File: config.mk
export PLATFORM = sky130hd
export DESIGN_NAME = serial_sub_8
export DESIGN_NICKNAME = d
export VERILOG_FILES = /design/src/rtl/sub_pkg.sv /design/src/rtl/full_sub.sv /design/src/rtl/serial_sub_8.sv
export SDC_FILE = /design/constraint.sdc
export NUM_CORES = 1
export LEC_CHECK = 0
export CAP_MARGIN = 30
export CORE_MARGIN = 4
export CORE_UTILIZATION = 24
export CTS_CLUSTER_DIAMETER = 100
export DETAILED_ROUTE_END_ITERATION = 10
export PLACE_DENSITY = 0.4
export SLEW_MARGIN = 30
export SYNTH_ARGS = -nofsm -noshare
export SYNTH_HDL_FRONTEND = slang
export SYNTH_SLANG_ARGS = --single-unit
File: constraint.sdc
create_clock -name clk -period 2.83 [get_ports clk]
set_input_delay 0.566 -clock clk [delete_from_list [all_inputs] [get_ports clk]]
set_output_delay 0.566 -clock clk [all_outputs]
set_load 0.01 [all_outputs]
File: src/rtl/sub_pkg.sv
// Shared constants and state encoding for the bit-serial subtractor.
package sub_pkg;

    localparam int WIDTH = 8;

    typedef enum logic [1:0] {
        IDLE  = 2'd0,
        SHIFT = 2'd1,
        DONE  = 2'd2
    } state_t;

endpackage

File: src/rtl/full_sub.sv
// One-bit full subtractor: d = a - b - bin, bout = borrow out of this bit.
module full_sub (
    input  logic a,
    input  logic b,
    input  logic bin,
    output logic d,
    output logic bout
);

    assign d    = a ^ b ^ bin;
    assign bout = (~a & b) | (~(a ^ b) & bin);

endmodule

File: src/rtl/serial_sub_8.sv
// Bit-serial subtractor: one bit per clock LSB first, results published only
// when the last bit is processed and held until the next operation completes.
module serial_sub_8 #(
    parameter int WIDTH = sub_pkg::WIDTH
) (
    input  logic             clk,
    input  logic             rst,
    input  logic             start,
    input  logic [WIDTH-1:0] A,
    input  logic [WIDTH-1:0] B,
    input  logic             Bin,
    output logic             busy,
    output logic             done,
    output logic [WIDTH-1:0] DIFF,
    output logic             Bout,
    output logic             ZERO,
    output logic             OVF
);

    import sub_pkg::*;

    localparam int CNT_W = $clog2(WIDTH);
    localparam logic [CNT_W-1:0] LAST_BIT = CNT_W'(WIDTH - 1);

    state_t           r_state;
    state_t           w_state_next;
    logic [WIDTH-1:0] r_a;
    logic [WIDTH-1:0] r_b;
    logic             r_borrow;
    logic [CNT_W-1:0] r_cnt;
    logic [WIDTH-2:0] r_shift;
    logic [WIDTH-1:0] r_diff;
    logic             r_bout;
    logic             r_zero;
    logic             r_ovf;

    logic             w_d;
    logic             w_bout;
    logic             w_last;
    logic [WIDTH-1:0] w_shift_next;

    full_sub u_full_sub (
        .a    (r_a[r_cnt]),
        .b    (r_b[r_cnt]),
        .bin  (r_borrow),
        .d    (w_d),
        .bout (w_bout)
    );

    assign w_last       = (r_cnt == LAST_BIT);
    assign w_shift_next = {w_d, r_shift};

    always_ff @(posedge clk) begin
        if (rst) begin
            r_state <= IDLE;
        end else begin
            r_state <= w_state_next;
        end
    end

    always_comb begin
        w_state_next = r_state;
        case (r_state)
            IDLE:    if (start) w_state_next = SHIFT;
            SHIFT:   if (w_last) w_state_next = DONE;
            DONE:    w_state_next = IDLE;
            default: w_state_next = IDLE;
        endcase
    end

    always_ff @(posedge clk) begin
        if (rst) begin
            r_a      <= '0;
            r_b      <= '0;
            r_borrow <= 1'b0;
            r_cnt    <= '0;
            r_shift  <= '0;
            r_diff   <= '0;
            r_bout   <= 1'b0;
            r_zero   <= 1'b0;
            r_ovf    <= 1'b0;
        end else begin
            case (r_state)
                IDLE: begin
                    if (start) begin
                        r_a      <= A;
                        r_b      <= B;
                        r_borrow <= Bin;
                        r_cnt    <= '0;
                    end
                end
                SHIFT: begin
                    r_shift  <= w_shift_next[WIDTH-1:1];
                    r_borrow <= w_bout;
                    r_cnt    <= r_cnt + 1'b1;
                    // The final bit goes straight to the outputs so partial sums never show.
                    if (w_last) begin
                        r_diff <= w_shift_next;
                        r_bout <= w_bout;
                        r_zero <= (w_shift_next == '0);
                        r_ovf  <= (r_a[WIDTH-1] != r_b[WIDTH-1]) && (w_d != r_a[WIDTH-1]);
                    end
                end
                default: ;
            endcase
        end
    end

    assign busy = (r_state == SHIFT);
    assign done = (r_state == DONE);
    assign DIFF = r_diff;
    assign Bout = r_bout;
    assign ZERO = r_zero;
    assign OVF  = r_ovf;

endmodule

==> results.toml <==
[layout]
diodes = 0
fin_cells = 280
drive_above_1_share = 0.0640
fin_nets = 226
syn2layout_area_growth_pct = 28.8

[setup_path]
path_depth = 6
worst-setup-path-type = "reg2reg"
crit_required_ns = 3.05
reg2reg_depth = 6
worstSetupStartpointType = "flop"
critPathBufInv = 0
end_kind = "flop"
cp_data_arrival_time_ns = 2.64
cp-startpoint = "r_cnt[2]"
worstPathCellList = "mux4_1 > mux2_2 > fa_1 > nor4_1 > nand3_1 > a21oi_1"
slowest_stage = "mux4_1"
r2r_start = "r_cnt[2]"
cp_top_family = "multiplexers"
cpPeakStageDelay_ns = 0.59
rrSetupSlack_ns = 0.41
crit_fanout = 6

[power_and_ir_drop]
leakage_nw = 0.788
p_per_area_nw_per_um2 = 532
ir_drop_mv = 0.239
total_power_mw = 1.13

[floorplan]
fp.dieW_um = 90.8
core_um2 = 6490
die_h_um = 90.8
pin_count = 33
core.rowCount = 29
die-area_um2 = 8240
initial_core_util = 0.253

[global_routing]
grt_pass1_vias = 1379
antenna_found_initial = 0
grt_pass1_wl_um = 6530
grtUsageTotal = 0.0980
grt_max_degree = 20
grt_overflow = 0

[routing]
vias = 1272
wl_um = 3760
drtIter0Drc = 50
antenna_left = 0
vias_per_cell = 4.54
routed_wire_length_per_instance_um = 13.4
firstDrtPassIters = 4
drc = 0

[yosys]
ys_ff_latch = 40
synth.distinct_cells = 27
synthesis.nets = 194
avgSynthCellArea_um2 = 9.61
syn-cell-area_um2 = 1640
yosysSeqAreaShare = 0.487
yosysWarnings = 0
synthCells = 171
synth_edf_count = 0
synth_top_flop_cell = "dfxtp_1"
async_reset_ff_frac = 0

[cts]
clock_sinks = 40
cts.repair.resized = 0
ctsRootBufferMaster = "clkbuf_8"
clockBufferDepth = 2
cts_tree = "yes"
cts_setup_buffers = 0
htreeDepth = 2
clock_latency_ns = 0.28
path_clk_slew_ns = 0.07
cts-buffers-inserted = 5
cts-hold-fix-buffers = 0

[sta]
finalClockSkew_ns = 0.00505
min_period_over_period = 0.855
worst_slew_pin_slew_ns = 0.479
hold_viol = 0
rsz0062_at_grt = "false"
setup_viol = 0
finalMaxSlewViolations = 0
slew_headroom = 0.680
period_needed_ns = 2.42
fmax_mhz = 413
tns_ns = 0

[outcome]
status = "completed"

[worst_hold_path]
hold_path.class = "reg2reg"
holdPathStages = 2
min_from = "DIFF[2]"

[placement]
dpl.hpwl_um = 2860
io_buffers = 32
gp_congestion = 0.717
place_inst = 273

[flow_run]
drv_cap = 0
[kinds of logic after synthesis]
group / synth area share
AND/OR/NAND/NOR: 0.167
flip-flops: 0.487
AO/OA/AOI/OAI: 0.0906
multiplexers: 0.180
buffers and inverters: 0.0472
adder cells (fa/ha/maj): 0.0274
[cell usage in the layout (no fill, tap or decap), types with 2 or more instances in the layout]
cell type         n
a211oi_1          2
a21oi_1          19
a22oi_1           2
buf_4             3
clkbuf_8          7
clkdlybuf4s50_1  32
dfxtp_1          40
ha_1              2
inv_1             2
mux2i_1          18
mux4_1            4
nand2_1          31
nand3b_1          2
nor2_1           26
nor4_1            2
[state kept, by name, indices dropped and copies added, names as in the netlist]
register,count
DIFF,8
r_a,8
r_b,8
r_shift,7
r_cnt,3
r_state,2
Bout,1
OVF,1
ZERO,1
r_borrow,1
[Yosys cell counts (2+ instances only)]
| cell type | instances | area [µm²] |
|---|---|---|
| ha_1 | 2 | 25.0 |
| mux2i_1 | 18 | 180 |
| a21oi_1 | 19 | 95.1 |
| nand3b_1 | 2 | 15.0 |
| mux4_1 | 4 | 105 |
| a22oi_1 | 2 | 15.0 |
| inv_1 | 2 | 7.51 |
| nor2_1 | 26 | 97.6 |
| dfxtp_1 | 40 | 801 |
| clkbuf_1 | 5 | 18.8 |
| a211oi_1 | 2 | 15.0 |
| buf_4 | 3 | 22.5 |
| nor4_1 | 2 | 12.5 |
| nand2_1 | 31 | 116 |
[metal layers]
metal  vias up  GRT usage  routed length, µm
met5         -          0                  0
met4         0     0.0306                 49
li1        651          -                  -
met2        32      0.174               1850
met1       581      0.111               1660
met3         8     0.0308                199
[worst min-delay path: stages (launching register included)]
cell and delay, ns:
dfxtp_1 0.31, nand2_1 0.05, a21oi_1 0.05
[final cells by class]
cell class | instances | area, µm²
inverter | 3 | 11.3
timing repair buffer | 35 | 343
sequential | 40 | 801
fill | 673 | 4380
multi-input combinational | 118 | 771
tap | 77 | 96.3
clock buffer | 7 | 96.3
[path summary, 6_finish.rpt]
| path | to |
|---|---|
| setup / recovery | ZERO |
| hold reg to reg | DIFF[2] |
| setup reg to reg | ZERO |
| hold / removal | DIFF[2] |
[per-stage QoR]
stage          worst slack [ns]   util  instance area [µm²]  hold slack (ns)
6_report                  0.410  0.326                 2120            0.460
5_1_grt                   0.146  0.326                 2120            0.492
4_1_cts                   0.400  0.326                 2120            0.467
3_5_place_dp              0.430  0.311                 2020            0.456
3_3_place_gp              0.508  0.311                 2020            0.448
2_1_floorplan             0.624      -                 1640            0.445
[where the power goes]
| part | switching, mW | internal (mW) |
|---|---|---|
| logic | 0.0572 | 0.0671 |
| registers | 0.0162 | 0.583 |
| clock network | 0.186 | 0.217 |
| total | 0.259 | 0.868 |
Power figures use the tool's default switching activity.
